$ cat config.mk
export PLATFORM = sky130hd
export DESIGN_NAME = sensor_packet_arbiter
export DESIGN_NICKNAME = d
export VERILOG_FILES = /design/src/rtl/iot_sensor_pkg.sv /design/src/rtl/sensor_age_tracker.sv /design/src/rtl/sensor_packet_arbiter.sv
export SDC_FILE = /design/constraint.sdc
export NUM_CORES = 1
export LEC_CHECK = 0
export ABC_AREA = 1
export BUFFER_PORTS_ARGS = -buffer_cell sky130_fd_sc_hd__buf_4
export CORE_ASPECT_RATIO = 1.75
export CORE_MARGIN = 2
export CORE_UTILIZATION = 48
export DETAILED_ROUTE_END_ITERATION = 8
export PLACE_DENSITY = 0.91
export SKIP_CTS_REPAIR_TIMING = 1
export SLEW_MARGIN = 5
export SYNTH_ARGS = -nofsm -noshare
export SYNTH_HDL_FRONTEND = slang
export SYNTH_HIERARCHICAL = 1
export SYNTH_SLANG_ARGS = --single-unit
$ cat constraint.sdc
create_clock -name clk -period 2.1 [get_ports clk]
set_input_delay 0.525 -clock clk [delete_from_list [all_inputs] [get_ports clk]]
set_output_delay 0.525 -clock clk [all_outputs]
set_load 0.01 [all_outputs]
$ cat src/rtl/iot_sensor_pkg.sv
// Shared types and constants for the IoT sensor subsystem.
// Provides the sensor identifiers, the arbiter FSM states, default widths and
// limits, the fixed arbitration order and a helper that picks the
// highest-priority member of a request mask.
package iot_sensor_pkg;

    localparam int unsigned SENSOR_DATA_WIDTH = 16;
    localparam int unsigned TIMESTAMP_WIDTH   = 16;
    localparam int unsigned NUM_SENSORS       = 3;
    localparam int unsigned ARB_AGE_WIDTH     = 4;
    localparam int unsigned ARB_AGE_LIMIT     = 12;

    typedef enum logic [1:0] {
        SENSOR_TEMPERATURE = 2'd0,
        SENSOR_HUMIDITY    = 2'd1,
        SENSOR_MOTION      = 2'd2
    } sensor_type_e;

    typedef enum logic {
        ARB_IDLE,
        ARB_HOLD
    } arb_state_e;

    // Index 0 is the highest priority.
    localparam sensor_type_e PRIORITY_ORDER [NUM_SENSORS] = '{
        SENSOR_MOTION, SENSOR_TEMPERATURE, SENSOR_HUMIDITY
    };

    // Highest fixed-priority member of mask; result is don't-care when mask is 0.
    function automatic sensor_type_e pick_by_priority(input logic [NUM_SENSORS-1:0] mask);
        sensor_type_e win;
        win = PRIORITY_ORDER[0];
        // Walk from lowest to highest priority so the last hit wins.
        for (int i = int'(NUM_SENSORS) - 1; i >= 0; i--) begin
            if (mask[PRIORITY_ORDER[i]]) begin
                win = PRIORITY_ORDER[i];
            end
        end
        return win;
    endfunction

endpackage

$ cat src/rtl/sensor_age_tracker.sv
// Per-sensor starvation counter.
// Counts cycles a request waits without being popped, saturating at AGE_LIMIT.
// Ports:
//   clk, rst_n  - clock, asynchronous active-low reset
//   req_valid   - this sensor's FIFO is non-empty
//   req_pop     - this sensor is being popped this cycle
//   age         - current wait count
//   aged        - count has reached AGE_LIMIT
module sensor_age_tracker #(
    parameter int unsigned AGE_WIDTH = 4,
    parameter int unsigned AGE_LIMIT = 12
) (
    input  logic                 clk,
    input  logic                 rst_n,
    input  logic                 req_valid,
    input  logic                 req_pop,
    output logic [AGE_WIDTH-1:0] age,
    output logic                 aged
);

    localparam logic [AGE_WIDTH-1:0] LIMIT = AGE_WIDTH'(AGE_LIMIT);

    logic [AGE_WIDTH-1:0] age_q, age_d;

    always_comb begin
        age_d = age_q;
        if (!req_valid || req_pop) begin
            age_d = '0;
        end else if (age_q < LIMIT) begin
            age_d = age_q + 1'b1;
        end
    end

    always_ff @(posedge clk or negedge rst_n) begin
        if (!rst_n) begin
            age_q <= '0;
        end else begin
            age_q <= age_d;
        end
    end

    assign age  = age_q;
    assign aged = (age_q == LIMIT);

endmodule

$ cat src/rtl/sensor_packet_arbiter.sv
// Arbitrates the three sensor FIFOs onto the single packet framer.
// Picks a winner by fixed priority (motion > temperature > humidity) unless
// some waiting requester has aged out, pops it, timestamps the sample and
// holds the packet under a valid/ready handshake.
// Ports:
//   clk, rst_n     - clock, asynchronous active-low reset
//   enable         - permits new grants (an in-flight packet still completes)
//   timestamp      - free-running system time, captured at grant
//   req_valid      - per-sensor FIFO non-empty, indexed by sensor_type_e
//   req_data       - per-sensor FIFO head, sensor i at [i*DATA_WIDTH +: DATA_WIDTH]
//   req_pop        - one-hot FIFO pop, combinational, asserted in the grant cycle
//   pkt_valid      - packet request to framer
//   pkt_ready      - framer accepts the packet
//   pkt_sensor_id  - granted sensor
//   pkt_data       - captured reading
//   pkt_timestamp  - timestamp at grant
//   pkt_boosted    - packet was granted through the aging override
//   busy           - a packet is being held
module sensor_packet_arbiter
    import iot_sensor_pkg::*;
#(
    parameter int unsigned DATA_WIDTH = SENSOR_DATA_WIDTH,
    parameter int unsigned TS_WIDTH   = TIMESTAMP_WIDTH,
    parameter int unsigned AGE_WIDTH  = ARB_AGE_WIDTH,
    parameter int unsigned AGE_LIMIT  = ARB_AGE_LIMIT
) (
    input  logic                          clk,
    input  logic                          rst_n,
    input  logic                          enable,
    input  logic [TS_WIDTH-1:0]           timestamp,
    input  logic [NUM_SENSORS-1:0]        req_valid,
    input  logic [NUM_SENSORS*DATA_WIDTH-1:0] req_data,
    output logic [NUM_SENSORS-1:0]        req_pop,
    output logic                          pkt_valid,
    input  logic                          pkt_ready,
    output sensor_type_e                  pkt_sensor_id,
    output logic [DATA_WIDTH-1:0]         pkt_data,
    output logic [TS_WIDTH-1:0]           pkt_timestamp,
    output logic                          pkt_boosted,
    output logic                          busy
);

    arb_state_e state_q, state_d;

    logic [AGE_WIDTH-1:0]   age [NUM_SENSORS];
    logic [NUM_SENSORS-1:0] aged_flag;
    logic [NUM_SENSORS-1:0] aged_set;
    logic [NUM_SENSORS-1:0] pop;
    logic                   boost;
    logic                   grant;
    sensor_type_e           winner;

    for (genvar g = 0; g < int'(NUM_SENSORS); g++) begin : g_age
        sensor_age_tracker #(
            .AGE_WIDTH (AGE_WIDTH),
            .AGE_LIMIT (AGE_LIMIT)
        ) u_age (
            .clk       (clk),
            .rst_n     (rst_n),
            .req_valid (req_valid[g]),
            .req_pop   (pop[g]),
            .age       (age[g]),
            .aged      (aged_flag[g])
        );
    end

    // A counter may still read AGE_LIMIT in the cycle its FIFO goes empty.
    assign aged_set = req_valid & aged_flag;

    always_comb begin
        boost  = |aged_set;
        winner = boost ? pick_by_priority(aged_set) : pick_by_priority(req_valid);
        // rst_n gating keeps pops quiet while reset is held.
        grant  = rst_n && (state_q == ARB_IDLE) && enable && (|req_valid);
        pop    = '0;
        if (grant) begin
            pop[winner] = 1'b1;
        end
    end

    always_comb begin
        state_d = state_q;
        unique case (state_q)
            ARB_IDLE: begin
                if (grant) begin
                    state_d = ARB_HOLD;
                end
            end
            ARB_HOLD: begin
                if (pkt_ready) begin
                    state_d = ARB_IDLE;
                end
            end
            default: state_d = ARB_IDLE;
        endcase
    end

    always_ff @(posedge clk or negedge rst_n) begin
        if (!rst_n) begin
            state_q <= ARB_IDLE;
        end else begin
            state_q <= state_d;
        end
    end

    always_ff @(posedge clk or negedge rst_n) begin
        if (!rst_n) begin
            pkt_sensor_id <= SENSOR_TEMPERATURE;
            pkt_data      <= '0;
            pkt_timestamp <= '0;
            pkt_boosted   <= 1'b0;
        end else if (grant) begin
            pkt_sensor_id <= winner;
            pkt_data      <= req_data[int'(winner)*DATA_WIDTH +: DATA_WIDTH];
            pkt_timestamp <= timestamp;
            pkt_boosted   <= boost;
        end
    end

    assign req_pop   = pop;
    assign pkt_valid = (state_q == ARB_HOLD);
    assign busy      = (state_q == ARB_HOLD);

endmodule

==> flow_summary.toml <==
[global_route]
overflow = 0
grt_usage = 0.244
grt_pass1_wl_um = 11600
grt_start_max_net_pins = 49
grt_antenna_before_repair = 0
grt_pass1_vias = 2748

[power_and_ir_drop]
clockPowerShare = 0.255
p_leak_uw = 0.00224
p_per_area_nw_per_um2 = 696
internal_power_uw = 1840
ir_worst_vdd_v = 0.000583
switching_share = 0.308
sequentialPowerShare = 0.446
pwr-share-comb = 0.299
power.switching_uw = 816

[timing]
hold_ws_ns = 0.345
finClkSkew_ns = 0.00915
hold_violations = 0
period_needed_ns = 2.30
setup-violations-final = 3
setup_slack_ns = -0.201
fmax_mhz = 435
slew_headroom = 0.603
period_share = 1.10
worst_pin_slew_ns = 0.595
drv_slew = 0
tns_ns = -0.535
rsz0062_at_grt = "yes"

[yosys]
yosysUniqueCellTypes = 20
netlist_area_um2 = 2670
yosys.area.top_type_share = 0.449
ys_ff_latch = 48
syn-num-nets = 462
synthCells = 385
synth-seq-area-share = 0.449
synth_area_leaders = "dfrtp_1 45%, nand2_1 22%, nand3_1 9.4%, inv_1 7.2%, nor2_1 4.2%"
synth.avg_cell_area_um2 = 6.94
yosysWarnings = 6
synth_top_area_cell = "dfrtp_1"

[detailed_routing]
drt_pre_antenna_iters = 4
ant_nets = 0
drt_iter0_drc = 119
num_vias = 2843
drcViolationCount = 0
routed_wl_um = 7450
viasPerCell = 4.87
wl_per_cell_um = 12.8

[floorplan]
start_util = 0.487
die_w_um = 60.4
dieArea_um2 = 6210
die_h_um = 103
ios = 111
rows = 36
design.core.area_um2 = 5500

[finish]
layout.nets = 584
design_area_um2 = 3810
fillers = 449
diodes = 0
mostFrequentLayoutCell = "nand2_1"
final_util = 0.693
final_cell_mix = "158 x nand2_1, 128 x buf_4, 50 x nand3_1, 48 x dfrtp_1, 44 x inv_1"
instances_no_fill = 584
layout-drive-gt1-share = 0.337
syn_to_final_growth_pct = 42.4

[clocking]
htree_levels = 2
clk_pin_slew_ns = 0.10
cts.path.max_buffers = 2
clkLatencyLatePin_ns = 0.31
clock-root-buffer = "clkbuf_8"
cts_sinks = 48
numCtsBuffers = 5
cts_tree = "done"

[place]
dp_hpwl_um = 5540
place_area_um2 = 3580
dp_cells = 567
io_buffers = 110
place_congestion = 0.853

[outcome]
status = "finished with violations"
violations = "negative setup slack"

[setup_path]
cp_slowest_cell = "dfrtp_1"
slowest_delay_ns = 0.41
arrival_ns = 1.78
regToRegSetupSlack_ns = 0.16
required_ns = 1.57
critPathMostFrequentCell = "nand2_2"
rr_endpoint = "pkt_data[10]$_DFFE_PN0P_"
reg2reg_from = "g_age[1].u_age/age[0]$_DFFE_PN0P_"
crit_fanout = 3
crit_type = "reg -> out"
endpoint_kind = "output port"
startpoint_type = "flop"
crit_chain = "inv_2 > ha_1 > inv_1 > nor2_2 > nand2_2 > nand2_2 > nor2_2 > nand2_1 > nand2_2 > nor3_4 > buf_6"
rr_worst_depth = 14

[hold_path]
hold_path.class = "in -> async"

[job]
maxCapViolations = 0
worst max path at each step:
stage                                 startpoint    endpoint  slack, ns  cells past startpoint
6_report       g_age[1].u_age/age[0]$_DFFE_PN0P_  req_pop[0]      -0.20                     11
4_1_cts        g_age[0].u_age/age[0]$_DFFE_PN0P_  req_pop[0]      -0.28                     11
3_3_place_gp   g_age[2].u_age/age[0]$_DFFE_PN0P_  req_pop[0]       0.11                     11
3_5_place_dp   g_age[0].u_age/age[0]$_DFFE_PN0P_  req_pop[0]       0.07                     11
2_1_floorplan  g_age[2].u_age/age[0]$_DFFE_PN0P_  req_pop[0]       0.12                     11
5_1_grt        g_age[2].u_age/age[0]$_DFFE_PN0P_  req_pop[0]      -0.32                     11
cell usage after synthesis:
| cell | instances |
|---|---|
| inv_2 | 8 |
| a21oi_1 | 3 |
| o21ai_2 | 1 |
| inv_1 | 51 |
| and3_1 | 1 |
| o21ai_0 | 2 |
| buf_6 | 1 |
| nor2_1 | 30 |
| ha_1 | 6 |
| nand3_1 | 50 |
| buf_4 | 9 |
| nor3_1 | 1 |
| buf_2 | 4 |
| o21ai_1 | 1 |
| dfrtp_1 | 48 |
| nand2_2 | 6 |
| nand2_1 | 160 |
| a21oi_4 | 1 |
| clkbuf_1 | 1 |
| nor2_2 | 1 |
layout make-up:
| class | instances | area, um^2 | share of cell area |
|---|---|---|---|
| sequential | 48 | 1200 | 0.315 |
| multi-input combinational | 263 | 1190 | 0.314 |
| timing repair buffer | 130 | 983 | 0.258 |
| inverter | 59 | 221 | 0.0582 |
| tap | 76 | 95.1 | 0.0250 |
| clock buffer | 5 | 68.8 | 0.0181 |
| clock inverter | 3 | 42.5 | 0.0112 |
layer usage:
layer  wire (um)  global-route usage  vias to the layer above
met3         347              0.0489                       33
met4         379               0.130                        0
li1            -                   -                     1395
met2        4030               0.431                       96
met5           0                   0                        -
met1        2700               0.266                     1319
state kept, by name, indices dropped and copies added (netlist names):
register	cells
g_age.u_age/age	12
pkt_data	16
busy	1
pkt_sensor_id	2
pkt_timestamp	16
pkt_boosted	1
worst max-delay path: cells and delay by family (launching register included):
kind                       cells  cell delay (ns)
and+or+nand+nor                7             0.66
DFF                            1             0.41
buffers and inverters          3             0.26
adders and majority gates      1             0.14
per-stage QoR:
step / power, uW / worst slack [ns]
3_3_place_gp: 1930 / 0.113
3_5_place_dp: 1960 / 0.0697
6_report: 2650 / -0.201
2_1_floorplan: 1530 / 0.119
4_1_cts: 2630 / -0.282
5_1_grt: 2810 / -0.316
kinds of logic (layout without fill, tap and decap cells):
group	Yosys count	in the layout	synth area share
buffers and inverters	74	197	0.121
AOI/OAI and AO/OA	8	8	0.0206
DFF	48	48	0.449
adders and majority gates	6	6	0.0281
and+or+nand+nor	249	249	0.381
power groups by stage:
| stage | registers [uW] | clock network [uW] | logic [uW] |
|---|---|---|---|
| after floorplan | 1250 | 0 | 279 |
| after global placement | 1190 | 0 | 744 |
| after detailed placement | 1190 | 0 | 768 |
| after CTS | 1180 | 680 | 773 |
| after global routing | 1200 | 716 | 888 |
| final | 1180 | 675 | 794 |
(Power assumes the default switching activity.)
